--- config.mk ---
export PLATFORM = sky130hd
export DESIGN_NAME = dds_wave_gen
export DESIGN_NICKNAME = d
export VERILOG_FILES = /design/src/rtl/dds_wave_gen.sv
export SDC_FILE = /design/constraint.sdc
export NUM_CORES = 1
export LEC_CHECK = 0
export ABC_AREA = 1
export ABC_CLOCK_PERIOD_IN_PS = 3100
export CORE_MARGIN = 1.5
export CORE_UTILIZATION = 55
export DETAILED_ROUTE_END_ITERATION = 16
export PLACE_DENSITY_LB_ADDON = 0.15
export SLEW_MARGIN = 20
export SYNTH_ARGS = -nofsm -noshare
export SYNTH_HDL_FRONTEND = slang
export SYNTH_SLANG_ARGS = --single-unit
--- constraint.sdc ---
create_clock -name clk -period 3.1 [get_ports clk]
set_input_delay 0.465 -clock clk [delete_from_list [all_inputs] [get_ports clk]]
set_output_delay 0.465 -clock clk [all_outputs]
set_load 0.01 [all_outputs]
--- src/rtl/dds_wave_gen.sv ---
// dds_wave_gen: DDS tone generator with sine/square/triangle/sawtooth output.
// Phase accumulator plus gate FSM. Notes stop only on a full-cycle boundary.
// A two-stage pipeline maps the phase index to a 10-bit offset-binary sample.
module dds_wave_gen #(
    parameter int              PHASE_W     = 32,
    parameter longint unsigned DEFAULT_FTW = 64'd93664
) (
    input  logic               clk,
    input  logic               rst_n,
    input  logic [PHASE_W-1:0] ftw_in,
    input  logic               ftw_valid,
    output logic               ftw_ready,
    input  logic [1:0]         wave_sel,
    input  logic               gate,
    input  logic               phase_sync,
    output logic [9:0]         wave_out,
    output logic               wave_valid,
    output logic               active
);
    localparam int                 STAGES  = 2;
    localparam logic [PHASE_W-1:0] FTW_RST = PHASE_W'(DEFAULT_FTW);
    localparam logic [9:0]         MID     = 10'd511;
    localparam logic [1:0]         M_SINE  = 2'b00;
    localparam logic [1:0]         M_SQR   = 2'b01;
    localparam logic [1:0]         M_TRI   = 2'b10;

    typedef enum logic [1:0] {
        IDLE    = 2'd0,
        RUN     = 2'd1,
        RELEASE = 2'd2
    } state_t;

    state_t             state;
    logic [PHASE_W-1:0] acc;
    logic [PHASE_W-1:0] cur_ftw;
    logic [PHASE_W-1:0] pend_ftw;
    logic               pend;
    logic [1:0]         mode;

    logic [PHASE_W:0]   sum;
    logic               carry;
    logic               running;
    logic               boundary;
    logic               ftw_take;
    logic               run_nxt;

    // vld_pipe[0] is the registered "generator live" flag. Each higher bit
    // tracks that flag down the sample pipeline.
    logic [STAGES:0]    vld_pipe;

    logic [7:0]         p_s1;
    logic [1:0]         mode_s1;
    logic [5:0]         addr;
    logic [9:0]         tval;
    logic [9:0]         sample;

    // A boundary is either a natural wrap of the accumulator or a forced restart.
    assign sum      = {1'b0, acc} + {1'b0, cur_ftw};
    assign carry    = sum[PHASE_W];
    assign running  = (state != IDLE);
    assign boundary = running && (carry || phase_sync);

    // A pending word is applied at once when nothing is playing or the
    // current word is stalled at zero. Otherwise it waits for the cycle edge
    // so the pitch change stays phase continuous.
    assign ftw_take  = pend && (boundary || !running || (cur_ftw == '0));
    assign ftw_ready = !pend;

    // Next-cycle liveness. It lets active switch on the same edge as the state.
    assign run_nxt    = (state == IDLE) ? gate : !((state == RELEASE) && boundary);
    assign active     = vld_pipe[0];
    assign wave_valid = vld_pipe[STAGES];

    // Quarter-wave sine table: floor(512*sin(pi*k/128)), clipped to 511.
    function automatic logic [8:0] sin_q(input logic [5:0] a);
        sin_q = '0;
        case (a)
            6'd0:  sin_q = 9'd0;   6'd1:  sin_q = 9'd12;  6'd2:  sin_q = 9'd25;  6'd3:  sin_q = 9'd37;
            6'd4:  sin_q = 9'd50;  6'd5:  sin_q = 9'd62;  6'd6:  sin_q = 9'd75;  6'd7:  sin_q = 9'd87;
            6'd8:  sin_q = 9'd99;  6'd9:  sin_q = 9'd112; 6'd10: sin_q = 9'd124; 6'd11: sin_q = 9'd136;
            6'd12: sin_q = 9'd148; 6'd13: sin_q = 9'd160; 6'd14: sin_q = 9'd172; 6'd15: sin_q = 9'd184;
            6'd16: sin_q = 9'd195; 6'd17: sin_q = 9'd207; 6'd18: sin_q = 9'd218; 6'd19: sin_q = 9'd230;
            6'd20: sin_q = 9'd241; 6'd21: sin_q = 9'd252; 6'd22: sin_q = 9'd263; 6'd23: sin_q = 9'd273;
            6'd24: sin_q = 9'd284; 6'd25: sin_q = 9'd294; 6'd26: sin_q = 9'd304; 6'd27: sin_q = 9'd314;
            6'd28: sin_q = 9'd324; 6'd29: sin_q = 9'd334; 6'd30: sin_q = 9'd343; 6'd31: sin_q = 9'd353;
            6'd32: sin_q = 9'd362; 6'd33: sin_q = 9'd370; 6'd34: sin_q = 9'd379; 6'd35: sin_q = 9'd387;
            6'd36: sin_q = 9'd395; 6'd37: sin_q = 9'd403; 6'd38: sin_q = 9'd411; 6'd39: sin_q = 9'd418;
            6'd40: sin_q = 9'd425; 6'd41: sin_q = 9'd432; 6'd42: sin_q = 9'd439; 6'd43: sin_q = 9'd445;
            6'd44: sin_q = 9'd451; 6'd45: sin_q = 9'd457; 6'd46: sin_q = 9'd462; 6'd47: sin_q = 9'd468;
            6'd48: sin_q = 9'd473; 6'd49: sin_q = 9'd477; 6'd50: sin_q = 9'd482; 6'd51: sin_q = 9'd486;
            6'd52: sin_q = 9'd489; 6'd53: sin_q = 9'd493; 6'd54: sin_q = 9'd496; 6'd55: sin_q = 9'd499;
            6'd56: sin_q = 9'd502; 6'd57: sin_q = 9'd504; 6'd58: sin_q = 9'd506; 6'd59: sin_q = 9'd508;
            6'd60: sin_q = 9'd509; 6'd61: sin_q = 9'd510; 6'd62: sin_q = 9'd511; 6'd63: sin_q = 9'd511;
            default: sin_q = 9'd0;
        endcase
    endfunction

    // Gate FSM and phase accumulator. A release only ends on a boundary.
    // A forced restart takes priority over the increment.
    always_ff @(posedge clk or negedge rst_n) begin
        if (!rst_n) begin
            state <= IDLE;
            acc   <= '0;
        end else begin
            case (state)
                IDLE: begin
                    acc <= '0;
                    if (gate) state <= RUN;
                end
                RUN: begin
                    acc <= phase_sync ? '0 : sum[PHASE_W-1:0];
                    if (!gate) state <= RELEASE;
                end
                RELEASE: begin
                    if (boundary) begin
                        acc   <= '0;
                        state <= IDLE;
                    end else begin
                        acc <= sum[PHASE_W-1:0];
                        if (gate) state <= RUN;
                    end
                end
                default: begin
                    acc   <= '0;
                    state <= IDLE;
                end
            endcase
        end
    end

    // Tuning-word handshake: a one-deep holding register, drained at a safe point.
    always_ff @(posedge clk or negedge rst_n) begin
        if (!rst_n) begin
            cur_ftw  <= FTW_RST;
            pend_ftw <= '0;
            pend     <= 1'b0;
        end else if (ftw_take) begin
            cur_ftw <= pend_ftw;
            pend    <= 1'b0;
        end else if (ftw_valid && !pend) begin
            pend_ftw <= ftw_in;
            pend     <= 1'b1;
        end
    end

    // The waveform mode only changes between cycles, so the shape never switches mid-period.
    always_ff @(posedge clk or negedge rst_n) begin
        if (!rst_n)                   mode <= M_SINE;
        else if (!running || boundary) mode <= wave_sel;
    end

    // Liveness shift register. Bit 0 is active, and the top bit is wave_valid.
    always_ff @(posedge clk or negedge rst_n) begin
        if (!rst_n) vld_pipe <= '0;
        else        vld_pipe <= {vld_pipe[STAGES-1:0], run_nxt};
    end

    // Stage 1: capture the phase index and mode for the current accumulator value.
    always_ff @(posedge clk or negedge rst_n) begin
        if (!rst_n) begin
            p_s1    <= '0;
            mode_s1 <= M_SINE;
        end else begin
            p_s1    <= acc[PHASE_W-1 -: 8];
            mode_s1 <= mode;
        end
    end

    // Waveform shaping from the stage-1 phase index.
    always_comb begin
        addr   = p_s1[6] ? ~p_s1[5:0] : p_s1[5:0];
        tval   = {1'b0, sin_q(addr)};
        sample = MID;
        case (mode_s1)
            M_SINE:  sample = p_s1[7] ? (MID - tval) : (MID + tval);
            M_SQR:   sample = p_s1[7] ? 10'd0 : 10'd1022;
            M_TRI:   sample = p_s1[7] ? {~p_s1[6:0], 3'b000} : {p_s1[6:0], 3'b000};
            default: sample = {p_s1, 2'b00};
        endcase
    end

    // Stage 2: the output register. It parks at midscale when the sample came from an idle generator.
    always_ff @(posedge clk or negedge rst_n) begin
        if (!rst_n)           wave_out <= MID;
        else if (vld_pipe[1]) wave_out <= sample;
        else                  wave_out <= MID;
    end

endmodule

==> metrics <==
fraction of layout cells with a size suffix above 1=0.166; Syn Area/Cell=8.36 sq um; n_diodes=0; pin count of the biggest net entering global routing=44; most common cell after layout, fill and taps aside=nand2_1; Yosys reg bits=124; grt total ovfl=0; pwr dens=1010 nW/um^2; syn_nets=1034; number of synthesized flops with an enable pin=0; Final Util=0.658; fin nets=1086; Area Growth Syn to Fin=16.2%; Worst Hold Class=input port to asynchronous set/reset pin; RSZ-0062 raised after global routing=no; worst r2r src=p_s1[6]; router iterations before antenna repair=5; Cells after Synth=948; worst skew pair latency=0.42 ns; CP startpoint=p_s1[6]; Clock Tree Root=clkbuf_16; die footprint=15100 sq um; CP Class=flop to flop; CTS tree=yes; DR WL/cell=14.5 um; Final Hold Viols=0; post_cts resized=0; postcts setup bufs=0; DP Worst Slack=0.263 ns; Die Y-Extent=123 um; IO Port Bufs=51; CP Max Fanout=10; Slew @ Worst Pin=0.579 ns; core area=14000 sq um; fin cells=1193; clk slew on worst S/H paths=0.06 ns; initial antenna violation count=0; clock skew=0.0145 ns; routability cong.=0.939; max cap viols=0; Post-CTS Hold Fix Bufs=0; Worst Setup End Kind=flop; Final period util=0.911; final setup margin=0.277 ns; FILL cells=1210; Die W=123 um; Post-synth top flop=dfrtp_1; final setup fails=0; run status=finished, final reports clean; Worst EP required=3.45 ns; normalized max-slew margin=0.614; Site Rows=43; WL final=17300 um; DRC=0; clock buffer depth=2; clock sink total=124; min Tclk post-route=2.82 ns; DR vias/cell=5.40; Starting Density=0.566; Routed Antenna Nets=0; cts bufs inserted=17; area of the mapped netlist=7920 sq um; Syn. warnings=0; most frequent cells in the layout=248 x nand2_1, 105 x dfrtp_1, 97 x nand3_1, 77 x inv_1, 52 x a21oi_1; Netlist cell types=47; static leakage=4.43 nW; Sequential Area=3130 sq um; Total GRT Usage=0.246; dpl hpwl=13100 um; first-pass GRT wire length=28900 um; crit path launch type=flop; register area share after synthesis=0.395; fmax=0.354 GHz; H-tree levels=4; post-placement cell count=1161; I/O pins=52; share of synthesized flip-flops with an asynchronous set or reset=1.00; via count=6442; vias in the first global route=6113; drt first-iter violations=458; Worst IR Drop VDD=671 uV; Final Max Tran Viols=0; setup TNS=0 ns; Critical Path AT=3.18 ns; multi-input logic area=4280 sq um
## flip-flops by register name, summed over array words and instances, names as in the netlist
| register | flops |
|---|---|
| acc | 32 |
| cur_ftw | 32 |
| pend_ftw | 32 |
| wave_out | 10 |
| p_s1 | 8 |
| vld_pipe | 3 |
| mode | 2 |
| mode_s1 | 2 |
| state | 2 |
| pend | 1 |
## synthesized netlist by cell type, drive strengths merged, types with 8 or more instances
master,count,share of area
nand2,268,0.14
dfrtp,106,0.33
nand3,98,0.063
inv,82,0.039
nor2,81,0.068
a21oi,58,0.040
o21ai,48,0.032
ha,46,0.073
mux2,32,0.045
buf,21,0.023
xnor2,19,0.022
dfstp,18,0.060
nor4,12,0.0095
xor2,11,0.012
nand4,9,0.0071
clkbuf,8,0.0038
## kinds of logic (layout without fill, tap and decap cells)
group | Yosys count | count (layout) | share of synthesized area
and+or+nand+nor | 477 | 477 | 0.289
xor gates and xnor gates | 30 | 30 | 0.0341
buffers and inverters | 111 | 176 | 0.0659
adders and majority gates | 47 | 47 | 0.0752
muxes | 32 | 32 | 0.0455
DFF | 124 | 124 | 0.395
AOI/OAI and AO/OA | 127 | 127 | 0.0954
## critical path, stage by stage (launching register included)
cell      delay [ns]
dfrtp_2         0.44
buf_4           0.18
nand2_1         0.10
nand2_4         0.11
inv_1           0.18
ha_1            0.19
inv_1           0.07
nand3_1         0.18
nand2_1         0.07
nand2_1         0.06
nand3_1         0.08
nand2_1         0.08
nand2_1         0.08
ha_1            0.20
nor2_1          0.14
nand3_1         0.16
inv_2           0.08
a21oi_2         0.05
nand3b_1        0.12
nand3_1         0.09
nand3_1         0.10
## final cells by class
| class | instances | area share |
|---|---|---|
| clock buffer | 22 | 0.0526 |
| sequential | 124 | 0.340 |
| multi-input combinational | 713 | 0.465 |
| clock inverter | 10 | 0.0151 |
| timing repair buffer | 62 | 0.0696 |
| inverter | 82 | 0.0337 |
| tap | 180 | 0.0245 |
## layer usage
layer / wire length, um / track usage / vias to the layer above
met1: 8140 / 0.329 / 3034
met3: 666 / 0.0558 / 25
met5: 0 / 0 / -
met2: 8130 / 0.400 / 147
met4: 344 / 0.0776 / 0
li1: - / - / 3236
## metrics by stage
step	total power, W	hold slack [ns]	area [sq um]
4_1_cts	0.00932	0.0212	9200
6_report	0.00932	0.0110	9210
2_1_floorplan	0.00616	0.169	7920
5_1_grt	0.0100	0.0371	9210
3_3_place_gp	0.00716	0.361	8570
3_5_place_dp	0.00721	0.363	8570
## path summary, 6_finish.rpt
check                               to  slack (ns)  cells past startpoint
max reg2reg                wave_out[6]        0.28                     20
min reg2reg                 mode_s1[0]        0.38                      0
min                        pend_ftw[1]        0.01                      1
max                        wave_out[6]        0.28                     20
min in group clk            mode_s1[0]        0.38                      0
max in group asynchronous   cur_ftw[7]        2.33                      2
## power by group
part | switching [W] | internal [W] | leakage (nW)
Sequential | 0.000414 | 0.00226 | 1.53
Clock | 0.000724 | 0.00135 | 0.306
Combinational | 0.00287 | 0.00170 | 2.59
Total | 0.00401 | 0.00531 | 4.43
Power figures use the tool's default switching activity.
